**src/rtl/mult_acc_if.sv**
```systemverilog
// Handshake and data bundle for the mult_acc shift-add multiplier-accumulator.
// The master drives the requests and operands; the slave returns the status, the product and the accumulator.
interface mult_acc_if #(
    parameter int BW_MCAND = 8,
    parameter int BW_MLIER = 8,
    parameter int BW_ACC   = 20
);
    logic                         clear;
    logic                         start;
    logic                         mcand_is_signed;
    logic                         mlier_is_signed;
    logic                         accumulate;
    logic [BW_MCAND-1:0]          mcand;
    logic [BW_MLIER-1:0]          mlier;
    logic                         busy;
    logic [BW_MCAND+BW_MLIER-1:0] prod;
    logic                         prod_valid;
    logic [BW_ACC-1:0]            acc;
    logic                         acc_valid;
    logic                         acc_ovf;

    modport master (
        output clear, start, mcand_is_signed, mlier_is_signed, accumulate, mcand, mlier,
        input  busy, prod, prod_valid, acc, acc_valid, acc_ovf
    );

    modport slave (
        input  clear, start, mcand_is_signed, mlier_is_signed, accumulate, mcand, mlier,
        output busy, prod, prod_valid, acc, acc_valid, acc_ovf
    );
endinterface

```
**src/rtl/mult_acc.sv**
```systemverilog
// Sequential shift-add multiplier (one multiplier bit per clock) with an optional wrapping accumulator.
// Define MULT_ACC_EN to build the accumulator; without it acc, acc_valid and acc_ovf are tied low.
module mult_acc #(
    parameter int BW_MCAND = 8,
    parameter int BW_MLIER = 8,
    parameter int BW_CNT   = 4,
    parameter int BW_ACC   = 20
) (
    input  logic       clk,
    input  logic       rstx,
    mult_acc_if.slave  bus
);
    localparam int BW_PROD = BW_MCAND + BW_MLIER;

    logic [BW_CNT-1:0]   cnt_reg, cnt_next;
    logic [BW_PROD-1:0]  mcand_sh_reg, mcand_sh_next;
    logic [BW_MLIER-1:0] mlier_sh_reg, mlier_sh_next;
    logic [BW_PROD-1:0]  prod_reg, prod_next;
    logic                mlier_signed_reg, mlier_signed_next;
    logic                prod_valid_reg, prod_valid_next;
    logic [BW_PROD-1:0]  mcand_ext;
    logic                busy;
    logic                accept;
    logic                last_bit;

    assign busy     = (cnt_reg != '0);
    assign accept   = bus.start & ~busy & ~bus.clear;
    assign last_bit = (cnt_reg == BW_CNT'(1));

    // Multiplicand widened once at start so every shifted partial product is already in product width.
    assign mcand_ext[BW_MCAND-1:0] = bus.mcand;
    genvar gi;
    generate
        for (gi = BW_MCAND; gi < BW_PROD; gi++) begin : g_mcand_ext
            assign mcand_ext[gi] = bus.mcand_is_signed & bus.mcand[BW_MCAND-1];
        end
    endgenerate

    always_comb begin
        cnt_next          = cnt_reg;
        mcand_sh_next     = mcand_sh_reg;
        mlier_sh_next     = mlier_sh_reg;
        prod_next         = prod_reg;
        mlier_signed_next = mlier_signed_reg;
        prod_valid_next   = 1'b0;
        if (bus.clear) begin
            cnt_next          = '0;
            mcand_sh_next     = '0;
            mlier_sh_next     = '0;
            prod_next         = '0;
            mlier_signed_next = 1'b0;
        end else if (accept) begin
            cnt_next          = BW_CNT'(BW_MLIER);
            mcand_sh_next     = mcand_ext;
            mlier_sh_next     = bus.mlier;
            prod_next         = '0;
            mlier_signed_next = bus.mlier_is_signed;
        end else if (busy) begin
            cnt_next      = cnt_reg - BW_CNT'(1);
            mcand_sh_next = mcand_sh_reg << 1;
            mlier_sh_next = mlier_sh_reg >> 1;
            // The sign bit of a signed multiplier carries negative weight.
            if (mlier_sh_reg[0]) begin
                if (last_bit && mlier_signed_reg)
                    prod_next = prod_reg - mcand_sh_reg;
                else
                    prod_next = prod_reg + mcand_sh_reg;
            end
            prod_valid_next = last_bit;
        end
    end

    always_ff @(posedge clk or negedge rstx) begin
        if (!rstx) begin
            cnt_reg          <= '0;
            mcand_sh_reg     <= '0;
            mlier_sh_reg     <= '0;
            prod_reg         <= '0;
            mlier_signed_reg <= 1'b0;
            prod_valid_reg   <= 1'b0;
        end else begin
            cnt_reg          <= cnt_next;
            mcand_sh_reg     <= mcand_sh_next;
            mlier_sh_reg     <= mlier_sh_next;
            prod_reg         <= prod_next;
            mlier_signed_reg <= mlier_signed_next;
            prod_valid_reg   <= prod_valid_next;
        end
    end

    assign bus.busy       = busy;
    assign bus.prod       = prod_reg;
    assign bus.prod_valid = prod_valid_reg;

`ifdef MULT_ACC_EN
    logic              acc_en_reg, acc_en_next;
    logic              prod_signed_reg, prod_signed_next;
    logic [BW_ACC-1:0] acc_reg, acc_next;
    logic              acc_valid_reg, acc_valid_next;
    logic              acc_ovf_reg, acc_ovf_next;
    logic [BW_ACC-1:0] prod_ext;
    logic [BW_ACC:0]   acc_sum;
    logic              acc_ovf_hit;

    assign prod_ext[BW_PROD-1:0] = prod_reg;
    generate
        for (gi = BW_PROD; gi < BW_ACC; gi++) begin : g_prod_ext
            assign prod_ext[gi] = prod_signed_reg & prod_reg[BW_PROD-1];
        end
    endgenerate

    assign acc_sum     = {1'b0, acc_reg} + {1'b0, prod_ext};
    assign acc_ovf_hit = prod_signed_reg
                       ? ((acc_reg[BW_ACC-1] == prod_ext[BW_ACC-1]) && (acc_sum[BW_ACC-1] != acc_reg[BW_ACC-1]))
                       : acc_sum[BW_ACC];

    // The update uses the modes latched for the finished product, even if a new start lands on the same edge.
    always_comb begin
        acc_en_next      = acc_en_reg;
        prod_signed_next = prod_signed_reg;
        acc_next         = acc_reg;
        acc_valid_next   = 1'b0;
        acc_ovf_next     = acc_ovf_reg;
        if (bus.clear) begin
            acc_en_next      = 1'b0;
            prod_signed_next = 1'b0;
            acc_next         = '0;
            acc_ovf_next     = 1'b0;
        end else begin
            if (accept) begin
                acc_en_next      = bus.accumulate;
                prod_signed_next = bus.mcand_is_signed | bus.mlier_is_signed;
            end
            if (prod_valid_reg && acc_en_reg) begin
                acc_next       = acc_sum[BW_ACC-1:0];
                acc_valid_next = 1'b1;
                acc_ovf_next   = acc_ovf_reg | acc_ovf_hit;
            end
        end
    end

    always_ff @(posedge clk or negedge rstx) begin
        if (!rstx) begin
            acc_en_reg      <= 1'b0;
            prod_signed_reg <= 1'b0;
            acc_reg         <= '0;
            acc_valid_reg   <= 1'b0;
            acc_ovf_reg     <= 1'b0;
        end else begin
            acc_en_reg      <= acc_en_next;
            prod_signed_reg <= prod_signed_next;
            acc_reg         <= acc_next;
            acc_valid_reg   <= acc_valid_next;
            acc_ovf_reg     <= acc_ovf_next;
        end
    end

    assign bus.acc       = acc_reg;
    assign bus.acc_valid = acc_valid_reg;
    assign bus.acc_ovf   = acc_ovf_reg;
`else
    logic unused_accumulate;
    assign unused_accumulate = bus.accumulate;
    assign bus.acc       = '0;
    assign bus.acc_valid = 1'b0;
    assign bus.acc_ovf   = 1'b0;
`endif
endmodule

```
**src/flat_wrapper.sv**
```systemverilog
// flat-port wrapper written by rule: the top's interface ports become plain ports
module mult_acc_flat 
#(
    parameter int BW_MCAND = 8,
    parameter int BW_MLIER = 8,
    parameter int BW_CNT   = 4,
    parameter int BW_ACC   = 20
)
  (clk, rstx, bus_clear, bus_start, bus_mcand_is_signed, bus_mlier_is_signed, bus_accumulate, bus_mcand, bus_mlier, bus_busy, bus_prod, bus_prod_valid, bus_acc, bus_acc_valid, bus_acc_ovf);
  mult_acc_if #(.BW_MCAND(BW_MCAND), .BW_MLIER(BW_MLIER), .BW_ACC(BW_ACC)) bus_i ();
  input  logic clk;
  input  logic rstx;
  input wire logic [$bits(bus_i.clear)-1:0] bus_clear;
  input wire logic [$bits(bus_i.start)-1:0] bus_start;
  input wire logic [$bits(bus_i.mcand_is_signed)-1:0] bus_mcand_is_signed;
  input wire logic [$bits(bus_i.mlier_is_signed)-1:0] bus_mlier_is_signed;
  input wire logic [$bits(bus_i.accumulate)-1:0] bus_accumulate;
  input wire logic [$bits(bus_i.mcand)-1:0] bus_mcand;
  input wire logic [$bits(bus_i.mlier)-1:0] bus_mlier;
  output wire logic [$bits(bus_i.busy)-1:0] bus_busy;
  output wire logic [$bits(bus_i.prod)-1:0] bus_prod;
  output wire logic [$bits(bus_i.prod_valid)-1:0] bus_prod_valid;
  output wire logic [$bits(bus_i.acc)-1:0] bus_acc;
  output wire logic [$bits(bus_i.acc_valid)-1:0] bus_acc_valid;
  output wire logic [$bits(bus_i.acc_ovf)-1:0] bus_acc_ovf;
  assign bus_i.clear = bus_clear;
  assign bus_i.start = bus_start;
  assign bus_i.mcand_is_signed = bus_mcand_is_signed;
  assign bus_i.mlier_is_signed = bus_mlier_is_signed;
  assign bus_i.accumulate = bus_accumulate;
  assign bus_i.mcand = bus_mcand;
  assign bus_i.mlier = bus_mlier;
  assign bus_busy = bus_i.busy;
  assign bus_prod = bus_i.prod;
  assign bus_prod_valid = bus_i.prod_valid;
  assign bus_acc = bus_i.acc;
  assign bus_acc_valid = bus_i.acc_valid;
  assign bus_acc_ovf = bus_i.acc_ovf;
  mult_acc #(.BW_MCAND(BW_MCAND), .BW_MLIER(BW_MLIER), .BW_CNT(BW_CNT), .BW_ACC(BW_ACC)) u_core (.clk(clk), .rstx(rstx), .bus(bus_i));
endmodule
```
**config.mk**
```make
export PLATFORM = sky130hd
export DESIGN_NAME = mult_acc_flat
export DESIGN_NICKNAME = d
export VERILOG_FILES = /design/src/rtl/mult_acc_if.sv /design/src/rtl/mult_acc.sv /design/src/flat_wrapper.sv
export SDC_FILE = /design/constraint.sdc
export NUM_CORES = 1
export LEC_CHECK = 0
export ABC_AREA = 0
export CORE_ASPECT_RATIO = 0.8
export CORE_MARGIN = 10
export CORE_UTILIZATION = 25
export DETAILED_ROUTE_END_ITERATION = 16
export PLACE_DENSITY = 0.5
export SLEW_MARGIN = 20
export SYNTH_ARGS = -nofsm -noshare
export SYNTH_HDL_FRONTEND = slang
export SYNTH_SLANG_ARGS = --single-unit
```
**constraint.sdc**
```tcl
create_clock -name clk -period 3.4 [get_ports clk]
set_clock_uncertainty 0.1 [all_clocks]
set_input_delay 0.34 -clock clk [delete_from_list [all_inputs] [get_ports clk]]
set_output_delay 0.34 -clock clk [all_outputs]
set_load 0.02 [all_outputs]
```
### Yosys cells after proc, flatten, opt, wreduce, memory -nomap -nowiden

Cells that the tools add are included.

| operators by class | value |
|---|---|
| $add $sub $neg | 3 |
| eq/ne operators | 1 |
| mux-type cells | 19 |
| bitwise operators | 5 |
| reductions and logical operators | 6 |

Operators by type and width:

| operator | count |
|---|---|
| 16-bit 2-to-1 mux | 8 |
| 8-bit 2-to-1 mux | 3 |
| 16-bit adder | 1 |
| 16-bit subtractor | 1 |
| 4-bit 2-to-1 mux | 3 |
| 3-bit nonzero test | 2 |
| 1-bit 2-to-1 mux | 5 |
| 4-bit by 1-bit equality test with 1-bit output (second input constant) | 1 |
| 4-bit nonzero test | 1 |
| 4-bit by 1-bit subtractor with 4-bit output (second input constant) | 1 |
| 1-bit bitwise AND | 3 |
| 1-bit NOT | 2 |
| 2-bit AND reduction | 1 |
| 2-bit nonzero test | 1 |
| 1-bit logical AND | 1 |

| word-level totals | value |
|---|---|
| register bits after elaboration | 46 |
| input port bits | 23 |
| output and inout port bits | 40 |
| logic and storage cells | 40 |

### Depth between registers and ports, before layout

| logic depth | value |
|---|---|
| depth after elaboration | 7 |
| depth in mapped cells | 16 |

### Worst setup path before layout

OpenSTA, ideal clock, no wires.

| timing | value |
|---|---|
| path type | register to register |
| start point | register u_core.mcand_sh_reg[0] |
| end point | register u_core.prod_reg[9], in the netlist u_core.bus.prod[9] |
| setup time | 0.122 ns |
| data arrival time | 2.793 ns |
| required time | 3.178 ns |
| setup slack | 0.385 ns |
| cell stages (with the launch flop) | 13 |
| path buffers | 0 |
| period minus slack after synthesis | 3.015 ns |
| cell sequence | dfrtp_1 -> inv_1 -> ha_1 -> nand2b_1 -> or4_1 -> nand2_1 -> xor2_1 -> ha_1 -> a2111o_1 -> o221a_2 -> o21a_1 -> or3_1 -> a32o_1 |

| on the way | value |
|---|---|
| word-level cells in the longest chain between the ends | 6 |
| elaborated cells on any way between the ends | 7 |
| those cells by class | add/sub: 2; mux: 5 |

RTL lines:

| item | RTL line | RTL |
|---|---|---|
| start: declaration | mult_acc.sv:16 | `logic [BW_PROD-1:0] mcand_sh_reg, mcand_sh_next;` |
| start signal: assignment | mult_acc.sv:83 | `mcand_sh_reg <= mcand_sh_next;` |
| 16-bit adder or 16-bit subtractor (tied branches) | mult_acc.sv:67, mult_acc.sv:65 |  |
| 16-bit 2-to-1 mux * | mult_acc.sv:64 | `if (last_bit && mlier_signed_reg)` |
| 16-bit 2-to-1 mux * | mult_acc.sv:63 | `if (mlier_sh_reg[0]) begin` |
| 16-bit 2-to-1 mux * | mult_acc.sv:58 | `end else if (busy) begin` |
| 16-bit 2-to-1 mux * | mult_acc.sv:52 | `end else if (accept) begin` |
| 16-bit 2-to-1 mux * | mult_acc.sv:46 | `if (bus.clear) begin` |
| end signal: assignment | mult_acc.sv:85 | `prod_reg <= prod_next;` |
| end: declaration | mult_acc.sv:18 | `logic [BW_PROD-1:0] prod_reg, prod_next;` |

Every way passes the cells marked *; elsewhere a longest branch is shown, timed or not. The select of a mux whose other input is x is not followed.
A chain may end at the register's enable or synchronous reset.

### Worst setup path after layout

| timing | value |
|---|---|
| start point | register u_core.mcand_sh_reg[1] |
| end point | register u_core.prod_reg[14], in the netlist u_core.bus.prod[14] |

The elaborated chain is that of the path after synthesis.

==> metrics <==
outcome complete, but fails checks; failing checks hold timing; routed len/inst between 10 and 15 um; crit path cell chain inv_1 -> ha_1 -> nand2b_1 -> or4_4 -> nand2_1 -> xor2_1 -> ha_1 -> a2111o_1 -> o21bai_1 -> a21oi_2 -> o21bai_1 -> a21oi_1 -> xnor2_1 -> a22o_1; critical path class register to register; Final HPWL DP 5820 um; CP Data Arrival Time 3.29 ns; prevailing post-synth register cell dfrtp_1; Die ar. approximately 0.018 sq mm; Setup violations, final 0; post-CTS sizing 0; worst reg2reg path depth 14; Post-CTS Setup Bufs 0; Layout Utilization 31.5%; Yosys reg bits 46; H-tree depth 2; first-pass GRT wire length 12,700 um; RePlAce Congestion 0.809; cts-stage hold buffer count 0; io pins 63; vias in the first global route ~2,500; TritonRoute pass-1 iters 4; Reg clk slew, reported paths 0.07 ns; clock sink count 46; setup TNS 0 ns; Die X 146 um; vias per cell 4.49; delay-heaviest family, CP compound AO/OA/AOI/OAI gates; initial antenna violation count 0; worst path bufs/invs 1; Async S/R FF share, synth 100%; Design Area, Final ~0.0039 sq mm; Post-Route WL between 7000 and 8000 um; RSZ-0062 raised after global routing no; Pleak between 0.0015 and 0.002 uW; r2r setup slk approximately 0.19 ns; Rows 36; min-delay worst type primary input to async pin; EDFF count, synth 0; Iter 0 DRT Violations 107; TritonCTS buffer count 5; post-synthesis sequential area ratio a little over a third; Slew Limit Fails 0; PwrDens 1050 mW/mm^2; CP max-delay cell or4_4; filler cell count in the final layout ~1,300; Clk Latency, worst-skew pair 0.29 ns; Mean Syn Cell Area between 9 and 10 sq um; post-route ant nets 0; synth-to-layout area growth 22.6%; height of the die 121 um; Synth Cell Area between 0.003 and 0.004 sq mm; reg2reg end u_core.bus.prod[14]; multi-input logic area about 0.0018 sq mm; Max Clk Rate 0.311 GHz; relative slew slack around 50%; CTS tree yes; Nets 424; Initial Util about a quarter; Core Area approximately 0.012 sq mm; CP startpoint kind register; max incr delay on CP roughly 0.46 ns; worst-margin pin slew 0.748 ns; FF+latch area approximately 0.0012 sq mm; VDD IR-drop max between 0.3 and 0.4 mV; final period utilization between 90% and 100%; clock root buffer clkbuf_16; largest net degree at the start of global routing between 40 and 50; CP Capture Type register; Synth Warn # 0; worst r2r src u_core.mcand_sh_reg[1]; critical path peak fanout 5; area post-placement 0.00369 sq mm; non-filler instance count after layout around 550; WP data required roughly 3.5 ns; slack of the critical path roughly 0.19 ns; layout cells sized above 1 9.92%; Netlist cell types 50; vias ~2,500; dpl ws ~0.080 ns; final hold vios 46; maximum root-to-sink buffer count 2; dpl cells 546; IO buf count 39; gr ovfl total 0; Max-Cap Viols 0; DR DRC count 0; fin crit period between 3 and 4 ns; Ant. Diodes 0; Hold WS -0.0546 ns; Total GRT Usage under 10%; Syn Inst Count 342
[synth_stat cells, types with 3 or more instances]
master,n,area [sq um]
dfrtp_1,46,1150
nor2_1,34,128
a21oi_1,30,150
buf_4,24,180
xnor2_1,19,166
ha_1,18,225
mux2i_1,17,170
nand2_1,17,63.8
o21ai_0,16,80.1
a211oi_1,15,113
a22o_1,14,123
clkbuf_1,10,37.5
inv_1,10,37.5
nand3_1,7,35.0
xor2_1,7,61.3
nand2b_1,6,37.5
nor3_1,6,30.0
buf_2,4,20.0
a21o_1,3,22.5
a31oi_1,3,18.8
[stage by stage]
stage | total power (uW) | hold WS (ns)
floorplan | 2920 | -0.0556
global placement | 3490 | 0.412
detailed placement | 3530 | 0.416
CTS | 4060 | 0.196
global route | 4470 | 0.00772
finish | 4090 | -0.0546
[per-layer routing]
| layer | wire length, um | global-route usage (%) |
|---|---|---|
| met4 | 24 | 1.51 |
| met3 | 400 | 3.13 |
| met1 | 3870 | 11.9 |
| met5 | 0 | 0 |
| met2 | 3430 | 13.0 |
[layout by cell type (no fill, tap or decap), types with 3 or more instances in the layout]
cell type,instances
ha_1,18
xnor2_1,19
nand2b_1,6
a21oi_1,28
xor2_1,7
conb_1,22
nand2_1,17
nor3_1,6
a21oi_2,4
dfrtp_1,46
inv_1,10
clkbuf_16,5
buf_4,13
a21o_1,3
nor2_1,33
a211oi_1,15
o21ai_0,14
a31oi_1,3
mux2i_1,17
nand3_1,6
clkdlybuf4s50_1,38
a22o_1,14
[worst max path at each step]
stage | from | to | slack, ns | depth (start not counted)
2_1_floorplan | u_core.mcand_sh_reg[0] | u_core.bus.prod[9] | 0.39 | 12
3_3_place_gp | u_core.mcand_sh_reg[1] | u_core.bus.prod[15] | 0.1 | 16
3_5_place_dp | u_core.mcand_sh_reg[1] | u_core.bus.prod[15] | 0.08 | 16
4_1_cts | u_core.mcand_sh_reg[1] | u_core.bus.prod[15] | 0.06 | 16
5_1_grt | u_core.mcand_sh_reg[1] | u_core.bus.prod[14] | 0.006 | 14
6_report | u_core.mcand_sh_reg[1] | u_core.bus.prod[14] | 0.19 | 14
[cells by family after synthesis]
group	Yosys count	share of synthesized area, %
flops	46	36.4
fa+ha+maj	19	7.76
buf+inv	51	9.07
compound gates	97	20.7
mux	17	5.38
other cells	1	0.119
xor+xnor	27	7.72
simple gates	84	12.8
[cell type report]
| type | count | area share, % |
|---|---|---|
| multi-input cells | 266 | 47.4 |
| flip-flops and latches | 46 | 29.7 |
| repair buffers | 51 | 12.3 |
| well taps | 171 | 5.52 |
| clock buffers | 5 | 3.23 |
| inverters | 12 | 1.16 |
| clock inverters | 3 | 0.646 |
[worst register-to-register path, stage by stage, from the launching register on]
cell and delay [ns]:
dfrtp_1 0.42, inv_1 0.07, ha_1 0.16, nand2b_1 0.08, or4_4 0.46, nand2_1 0.10
xor2_1 0.07, ha_1 0.21, a2111o_1 0.40, o21bai_1 0.23, a21oi_2 0.25, o21bai_1 0.10
a21oi_1 0.18, xnor2_1 0.08, a22o_1 0.19
[power by group]
| group | total (uW) | internal (uW) | switching [uW] | leakage (uW) |
|---|---|---|---|---|
| Clock | 508 | 277 | 231 | 0.0000704 |
| Combinational | 2670 | 1190 | 1480 | 0.00104 |
| Sequential | 912 | 724 | 188 | 0.000624 |
No activity file was read; power rests on OpenSTA's default activity.
